[src/rtl/shmem_pkg.sv]
// Shared scratchpad port scheduler: common types and helpers.
package shmem_pkg;

  localparam int COUNT_DEF     = 4;
  localparam int BUS_SIZE_DEF  = 128;
  localparam int ADDR_W_DEF    = 8;
  localparam int MAX_BURST_DEF = 4;

  typedef logic [ADDR_W_DEF-1:0]   addr_t;
  typedef logic [BUS_SIZE_DEF-1:0] data_t;

  typedef enum logic {IDLE = 1'b0, GRANT = 1'b1} ch_state_e;

  // Beat counter has to hold MAX_BURST itself (it saturates there under lock).
  function automatic int beat_cnt_w(input int max_burst);
    return $clog2(max_burst + 1);
  endfunction

endpackage

[src/rtl/shmem_rr_channel.sv]
// One round-robin arbitration channel with burst-hold grants.
// Grant is registered (one cycle arbitration latency); mask suppresses the
// grant for a cycle without consuming a beat; lock holds ownership.
module shmem_rr_channel
  import shmem_pkg::*;
#(
  parameter int  N         = 4,
  parameter int  MAX_BURST = 4,
  localparam int OW        = $clog2(N)
) (
  input  logic          clk,
  input  logic          rst_n,
  input  logic [N-1:0]  req,
  input  logic [N-1:0]  lock,
  input  logic          mask,
  output logic [N-1:0]  gnt,
  output logic [OW-1:0] owner,
  output logic          beat
);

  localparam int CW = beat_cnt_w(MAX_BURST);

  ch_state_e     state;
  logic [N-1:0]  gnt_q;
  logic [N-1:0]  others;
  logic [OW-1:0] ptr_q, nxt_ptr, pick_idle, pick_rel;
  logic [CW-1:0] cnt_q;
  logic          own_req, own_lock, last, rel;

  function automatic logic [N-1:0] onehot(input logic [OW-1:0] idx);
    logic [N-1:0] v;
    v      = '0;
    v[idx] = 1'b1;
    return v;
  endfunction

  // First set bit of r at or after p, wrapping; p if r is empty.
  function automatic logic [OW-1:0] rr_pick(input logic [N-1:0] r, input logic [OW-1:0] p);
    logic [OW-1:0] sel;
    logic          found;
    int            k;
    sel   = p;
    found = 1'b0;
    for (int i = 0; i < N; i++) begin
      k = (int'(p) + i) % N;
      if (!found && r[k[OW-1:0]]) begin
        sel   = k[OW-1:0];
        found = 1'b1;
      end
    end
    return sel;
  endfunction

  assign own_req   = req[owner];
  assign own_lock  = lock[owner];
  assign beat      = gnt_q[owner] & ~mask & own_req;
  assign last      = beat & (int'(cnt_q) >= MAX_BURST - 1);
  assign rel       = (state == GRANT) & ~own_lock & (~own_req | last);
  assign nxt_ptr   = (int'(owner) == N - 1) ? '0 : owner + 1'b1;
  // The releasing owner is excluded so a lone requester sees an idle gap.
  assign others    = req & ~onehot(owner);
  assign pick_idle = rr_pick(req, ptr_q);
  assign pick_rel  = rr_pick(others, nxt_ptr);
  assign gnt       = gnt_q & ~{N{mask}};

  // Channel FSM: pick, hold for a burst, hand over without a bubble.
  always_ff @(posedge clk or negedge rst_n) begin
    if (!rst_n) begin
      state <= IDLE;
      gnt_q <= '0;
      owner <= '0;
      ptr_q <= '0;
      cnt_q <= '0;
    end else begin
      case (state)
        IDLE: begin
          if (|req) begin
            state <= GRANT;
            owner <= pick_idle;
            gnt_q <= onehot(pick_idle);
            cnt_q <= '0;
          end
        end
        GRANT: begin
          if (rel) begin
            ptr_q <= nxt_ptr;
            cnt_q <= '0;
            if (|others) begin
              owner <= pick_rel;
              gnt_q <= onehot(pick_rel);
            end else begin
              state <= IDLE;
              gnt_q <= '0;
            end
          end else if (beat && int'(cnt_q) < MAX_BURST) begin
            cnt_q <= cnt_q + 1'b1;
          end
        end
        default: state <= IDLE;
      endcase
    end
  end

endmodule

[src/rtl/shmem_port_sched.sv]
// Shared scratchpad port scheduler: independent read/write round-robin
// channels, same-address hazard stall (write wins) and read-data return.
// Optional feature: define SHMEM_LOCK_EN to add i_rd_lock/i_wr_lock grant locks.
module shmem_port_sched
  import shmem_pkg::*;
#(
  parameter int COUNT     = COUNT_DEF,
  parameter int BUS_SIZE  = BUS_SIZE_DEF,
  parameter int ADDR_W    = ADDR_W_DEF,
  parameter int MAX_BURST = MAX_BURST_DEF
) (
  input  logic                i_clk,
  input  logic                i_rst_n,
  input  logic [COUNT-1:0]    i_rd_req,
  input  logic [ADDR_W-1:0]   i_rd_addr [COUNT],
  output logic [COUNT-1:0]    o_rd_gnt,
  output logic [COUNT-1:0]    o_rd_vld,
  output logic [BUS_SIZE-1:0] o_rd_data,
  input  logic [COUNT-1:0]    i_wr_req,
  input  logic [ADDR_W-1:0]   i_wr_addr [COUNT],
  input  logic [BUS_SIZE-1:0] i_wr_data [COUNT],
  output logic [COUNT-1:0]    o_wr_gnt,
`ifdef SHMEM_LOCK_EN
  input  logic [COUNT-1:0]    i_rd_lock,
  input  logic [COUNT-1:0]    i_wr_lock,
`endif
  output logic [ADDR_W-1:0]   o_mem_rd_addr,
  input  logic [BUS_SIZE-1:0] i_mem_rd_data,
  output logic [ADDR_W-1:0]   o_mem_wr_addr,
  output logic [BUS_SIZE-1:0] o_mem_wr_data,
  output logic                o_mem_wr_en
);

  localparam int OW = $clog2(COUNT);

  logic [COUNT-1:0] rd_lock, wr_lock;
  logic [OW-1:0]    rd_own, wr_own, rd_own_q;
  logic             rd_beat, wr_beat, hazard, rd_vld_q;

`ifdef SHMEM_LOCK_EN
  assign rd_lock = i_rd_lock;
  assign wr_lock = i_wr_lock;
`else
  assign rd_lock = '0;
  assign wr_lock = '0;
`endif

  // Write beat and read owner hitting the same word: read slips a cycle so it sees the new data.
  assign hazard = wr_beat & i_rd_req[rd_own] & (i_rd_addr[rd_own] == i_wr_addr[wr_own]);

  shmem_rr_channel #(.N(COUNT), .MAX_BURST(MAX_BURST)) u_rd (
    .clk   (i_clk),
    .rst_n (i_rst_n),
    .req   (i_rd_req),
    .lock  (rd_lock),
    .mask  (hazard),
    .gnt   (o_rd_gnt),
    .owner (rd_own),
    .beat  (rd_beat)
  );

  shmem_rr_channel #(.N(COUNT), .MAX_BURST(MAX_BURST)) u_wr (
    .clk   (i_clk),
    .rst_n (i_rst_n),
    .req   (i_wr_req),
    .lock  (wr_lock),
    .mask  (1'b0),
    .gnt   (o_wr_gnt),
    .owner (wr_own),
    .beat  (wr_beat)
  );

  assign o_mem_wr_en   = wr_beat;
  assign o_mem_wr_addr = wr_beat ? i_wr_addr[wr_own] : '0;
  assign o_mem_wr_data = wr_beat ? i_wr_data[wr_own] : '0;
  assign o_mem_rd_addr = rd_beat ? i_rd_addr[rd_own] : '0;

  // Read response pipe: owner travels with the beat so handover cannot misroute it.
  always_ff @(posedge i_clk or negedge i_rst_n) begin
    if (!i_rst_n) begin
      rd_vld_q <= 1'b0;
      rd_own_q <= '0;
    end else begin
      rd_vld_q <= rd_beat;
      rd_own_q <= rd_own;
    end
  end

  // Decode the response owner into the one-hot valid.
  always_comb begin
    o_rd_vld = '0;
    for (int i = 0; i < COUNT; i++) begin
      o_rd_vld[i] = rd_vld_q && (rd_own_q == OW'(i));
    end
  end

  assign o_rd_data = rd_vld_q ? i_mem_rd_data : '0;

endmodule

[config.mk]
export PLATFORM = sky130hd
export DESIGN_NAME = shmem_port_sched
export DESIGN_NICKNAME = d
export VERILOG_FILES = /design/src/rtl/shmem_pkg.sv /design/src/rtl/shmem_rr_channel.sv /design/src/rtl/shmem_port_sched.sv
export SDC_FILE = /design/constraint.sdc
export NUM_CORES = 1
export LEC_CHECK = 0
export CORE_AREA = 5 5 380 382
export CTS_CLUSTER_DIAMETER = 80
export DETAILED_ROUTE_END_ITERATION = 16
export DIE_AREA = 0 0 385 387
export SLEW_MARGIN = 0
export SYNTH_ARGS = -nofsm -noshare
export SYNTH_HDL_FRONTEND = slang
export SYNTH_SLANG_ARGS = --single-unit
[constraint.sdc]
create_clock -name i_clk -period 4.1 [get_ports i_clk]
set_input_delay 1.025 -clock i_clk [delete_from_list [all_inputs] [get_ports i_clk]]
set_output_delay 1.025 -clock i_clk [all_outputs]
set_load 0.005 [all_outputs]
Word level (Yosys, flattened, before mapping)
Index checks and enable logic that the tools add are counted.
Storage, ports and cells
  bits in registers: 27
Operators by class
  $add $sub $neg: 16
  order comparisons: 34
  bitwise logic cells: 28
  multiplexer cells: 127
  eq/ne operators: 14
  reductions and logical operators: 49
Operator list (number)
  2-to-1 mux 128 bit: 4
  binary-select mux 128 bit (select 2 bit): 1
  less-than comparator 2 x 3 -> 1 bit (second input constant): 22
  2-to-1 mux 8 bit: 6
  2-to-1 mux 1 bit: 46
  binary-select mux 1 bit (select 2 bit): 22
  2-to-1 mux 2 bit: 20
  binary-select mux 8 bit (select 2 bit): 2
  logical AND 1 bit: 24
  2-to-1 mux 4 bit: 6
  2-to-1 mux 3 bit: 6
  adder 2 bit (second input constant): 8
  one-hot mux 4 bit (2 select lines): 2
  OR reduction 4 bit: 4
  adder 2 x 1 -> 2 bit (second input constant): 6
  AND 4 bit: 3
  demux 1 bit (select 2 bit): 6
  >= comparator 2 x 1 -> 1 bit (second input constant): 6
  logical NOT 1 bit: 12
  inverter 4 bit: 3
  one-hot mux 3 bit (2 select lines): 2
  AND reduction 2 bit: 6
  AND 1 bit: 11
  == test 8 bit: 1
  16 further kinds: 39

Logic depth before layout (Yosys ltp)
  word-level depth: 25
  gate-level depth with buffers: 14

Cells and area by module
From an unflattened synthesis, not the netlist that was laid out.
Second synthesis, totals
  cell total of the unflattened synthesis: 750
  area, all modules: 7888.8 µm²
Modules (own cells, without submodules)
  shmem_port_sched: times used 1, area an instance 5646.7 µm², cells an instance 499
  shmem_rr_channel (u_rd): times used 1, area an instance 1133.6 µm², cells an instance 125
  shmem_rr_channel (u_wr): times used 1, area an instance 1108.6 µm², cells an instance 126

Worst setup path after synthesis
No wires, ideal clock.
  path kind: input -> output
  from: in i_wr_addr[3] (netlist name)
  to: out o_mem_rd_addr[0]
  data required time: 3075 ps
  setup slack: 454 ps
  cell stages on the path: 7
  buffers on the path: 1
  arrival: 2621 ps
  cells stage by stage: mux4_2 -> xor2_1 -> nor4_4 -> nand4_4 -> and3_1 -> buf_2 -> and2_1
Between the ends
  word-level cells in the longest chain between the ends: 9
Ends and longest elaborated chain
  start: declaration: RTL line shmem_port_sched.sv:20  | input logic [ADDR_W-1:0] i_wr_addr [COUNT],
  binary-select mux 8 bit (select 2 bit): RTL line shmem_port_sched.sv:49  | assign hazard = wr_beat & i_rd_req[rd_own] & (i_rd_addr[rd_own] == i_wr_addr[wr_own]);
  2-to-1 mux 8 bit (implied by the code) (2 in a row): RTL line shmem_port_sched.sv:49
  == test 8 bit: RTL line shmem_port_sched.sv:49
  AND 1 bit: RTL line shmem_port_sched.sv:49
  inverter 1 bit: RTL line shmem_rr_channel.sv:56  | assign beat = gnt_q[owner] & ~mask & own_req;
  AND 1 bit (2 in a row): RTL line shmem_rr_channel.sv:56
  named net rd_beat: RTL line shmem_port_sched.sv:38  | logic rd_beat, wr_beat, hazard, rd_vld_q;
  2-to-1 mux 8 bit: RTL line shmem_port_sched.sv:76  | assign o_mem_rd_addr = rd_beat ? i_rd_addr[rd_own] : '0;
  end: declaration: RTL line shmem_port_sched.sv:27  | output logic [ADDR_W-1:0] o_mem_rd_addr,
The timed path passes the listed nets, and every way through them passes these cells. The select of a mux whose other input is x is not followed.

Worst setup path after layout
  from: in i_rd_addr[2] (netlist name)
  to: out o_mem_rd_addr[6]
Between the ends
  word-level cells in the longest chain between the ends: 9
Ends and longest elaborated chain
  start: declaration: RTL line shmem_port_sched.sv:15  | input logic [ADDR_W-1:0] i_rd_addr [COUNT],
  binary-select mux 8 bit (select 2 bit): RTL line shmem_port_sched.sv:49
  2-to-1 mux 8 bit (implied by the code) (2 in a row): RTL line shmem_port_sched.sv:49
  == test 8 bit: RTL line shmem_port_sched.sv:49
  AND 1 bit: RTL line shmem_port_sched.sv:49
  inverter 1 bit: RTL line shmem_rr_channel.sv:56
  AND 1 bit (2 in a row): RTL line shmem_rr_channel.sv:56
  2-to-1 mux 8 bit: RTL line shmem_port_sched.sv:76
Every way passes these cells. The select of a mux whose other input is x is not followed.

==> results_dict.tcl <==
set metrics [dict create \
    fp.dieW_um 385 \
    grt_pass1_wl_um 180000 \
    setup_viol 7 \
    hpwl_um 142000 \
    final_cell_mix "clkdlybuf4s50_1, mux4_2, and3_1" \
    dieArea_um2 149000 \
    avgSynthCellArea_um2 10.1 \
    clkTransAtPathRegs_ns 0.07 \
    yosys_warnings 0 \
    grt-ovfl-total 0 \
    worstPathRequired_ns 3.07 \
    synth-main-ff-cell "dfrtp_1" \
    cts_tree "done" \
    drtPass1Iterations 7 \
    coreArea_um2 141000 \
    slew_violations 0 \
    clk_latency_ns 0.27 \
    hp-class "register to register" \
    start_util_pct 5.34 \
    min_period_over_period_pct 102 \
    violations "setup timing" \
    cp_top_family "simple AND/OR/NAND/NOR gates" \
    finalHoldViolations 0 \
    port_buffers 998 \
    io_pins 999 \
    gp_congestion 1.12 \
    grt_use_total_pct 19.6 \
    vias 12703 \
    startpoint_type "input pin" \
    final_common_cell "clkdlybuf4s50_1" \
    wl_um 154000 \
    cap_violations 0 \
    cts-root-buf "clkbuf_16" \
    layout_min_cycle_time_ns 4.18 \
    hold_buffers 0 \
    synth_fp_nets 1473 \
    powerDensity_nw_per_um2 467 \
    rr_worst_depth 11 \
    slowest_stage "mux4_2" \
    antenna_left 0 \
    crit_type "input pin to output port" \
    skew_ns 0.00545 \
    vdd_drop_max_uv 358 \
    yosysSeqAreaShare_pct 9.00 \
    max_freq_ghz 0.239 \
    synth_seq_cells 27 \
    placed_cells 3590 \
    antenna_found_initial 269 \
    h-tree-depth 1 \
    hold_slack_ns 0.529 \
    ys_types 57 \
    arrival_ns 3.16 \
    rows 138 \
    critPathMostFrequentCell "buf_8" \
    rsz0062_at_grt "yes" \
    syn_area_um2 7510 \
    drive_gt1_share_pct 20.3 \
    cts_buffer_depth 2 \
    worstPathMaxFanout 6 \
    cts_made_buffers 3 \
    synth_async_sr_flop_share_pct 100 \
    leakagePower_nw 7.78 \
    synth_edf_count 0 \
    crit_path_end_kind "output port" \
    finalPower_mw 9.74 \
    drc 0 \
    crit_buf_inv 3 \
    drt_first_iter_violations 1190 \
    fin_nets 2443 \
    final_cells 3690 \
    cp_cell_sequence "buf_8 -> mux4_2 -> xor2_2 -> nor4_4 -> nand4_4 -> and3_4 -> buf_8 -> and2_4 -> buf_6" \
    netlist_instances 747 \
    fin_ws_ns -0.0830 \
    hold_depth 2 \
    pre_cts_ws_ns -0.737 \
    max_stage_delay_ns 0.55 \
    area_delta_synth_final_pct 177 \
    wire_per_inst_um 41.6 \
    via_per_inst 3.44 \
    max-slew-margin-rel_pct 33.4 \
    worst-slew-pin-transition_ns 0.996 \
    die_h_um 387 \
    cts_sinks 27 \
    crit_cells 9 \
    grt_pass1_vias 12110 \
    grt_max_degree 88 \
    status "finished with violations" \
]
[synth_stat cells (all sizes together) (3+ instances only)]
library cell / count / area (um^2)
mux4: 148 / 3330
and2: 142 / 888
and3: 139 / 870
clkbuf: 64 / 240
dfrtp: 27 / 676
nor2: 24 / 90.1
buf: 20 / 110
nand2: 18 / 67.6
o21ai: 16 / 80.1
a21oi: 13 / 65.1
ha: 12 / 150
inv: 12 / 45.0
nor2b: 12 / 75.1
nand2b: 10 / 62.6
mux2: 8 / 90.1
nor3: 8 / 51.3
xor2: 8 / 70.1
or2: 5 / 31.3
a22oi: 4 / 30.0
nand4: 4 / 40.0
nor3b: 4 / 30.0
o21a: 4 / 30.0
o22ai: 4 / 25.0
o31ai: 4 / 30.0
a31oi: 3 / 18.8
nor4: 3 / 40.0
[where the power goes]
part	internal [mW]	switching, mW	leakage, nW
logic	4.39	4.57	7.41
clock network	0.133	0.101	0.0376
registers	0.382	0.165	0.331
total	4.90	4.83	7.78
[routing by layer]
layer / GRT usage, % / wire length (um)
met5: 0 / 918
met4: 4.67 / 6150
met3: 12.1 / 21600
met2: 35.3 / 76400
met1: 18.7 / 48500
[registers in the layout, indices dropped and copies added, names as in the netlist, 2 cells and up]
name,count
u_rd.gnt_q,4
u_wr.gnt_q,4
u_wr.cnt_q,3
rd_own_q,2
u_rd.ptr_q,2
u_wr.owner,2
u_rd.owner,2
u_wr.ptr_q,2
u_rd.cnt_q,3
[worst register-to-register path: stages (launching register included)]
cell	delay, ns
dfrtp_4	0.43
buf_12	0.19
buf_4	0.56
inv_1	0.17
ha_1	0.47
or4bb_1	0.51
o31ai_1	0.08
a22oi_1	0.12
o22ai_1	0.22
mux2i_1	0.30
and2_1	0.20
o221ai_1	0.13
[through the flow]
step	area, um^2	TNS [ns]	util (%)
after floorplan	7510	0	-
after global placement	20400	-26.08	14.5
after detailed placement	20400	-29.12	14.5
after CTS	20600	-0.478	14.6
after global routing	20700	-0.624	14.7
final	20800	-0.336	14.8
[cell type report]
class                           count  area, um^2
Antenna cell                       84         210
Clock buffer                        3        75.1
Clock inverter                      1        7.51
Fill cell                       15815      120000
Inverter                           12        45.0
Multi-Input combinational cell    624        6530
Sequential cell                    27         687
Tap cell                         1890        2360
Timing Repair Buffer             1049       10900
[cells by family after synthesis]
| kind of cell | count (synthesis) | share of synthesized area (%) |
|---|---|---|
| DFF | 27 | 9.00 |
| AOI/OAI and AO/OA | 71 | 6.40 |
| buffers and inverters | 96 | 5.26 |
| and+or+nand+nor | 376 | 30.7 |
| muxes | 157 | 45.7 |
| xor gates and xnor gates | 8 | 0.933 |
| adders and majority gates | 12 | 2.00 |
[worst paths after layout]
kind	endpoint	from	slack [ns]
max in group asynchronous	u_rd.gnt_q[0]	i_rst_n	2.05
min reg2reg	u_wr.gnt_q[0]	u_wr.gnt_q[0]	0.53
min	u_wr.gnt_q[0]	u_wr.gnt_q[0]	0.53
max reg2reg	u_wr.gnt_q[0]	u_wr.owner[1]	0.60
min in group asynchronous	rd_own_q[1]	i_rst_n	1.30
max	o_mem_rd_addr[6]	i_rd_addr[2]	-0.08
[what timing repair did]
action	4_1_cts	5_1_grt
pin swaps	17	3
cloned	1	0
gates resized for setup	215	21
setup buffers	10	1
endpoints found under the setup margin	132	65
(Power assumes the default switching activity.)
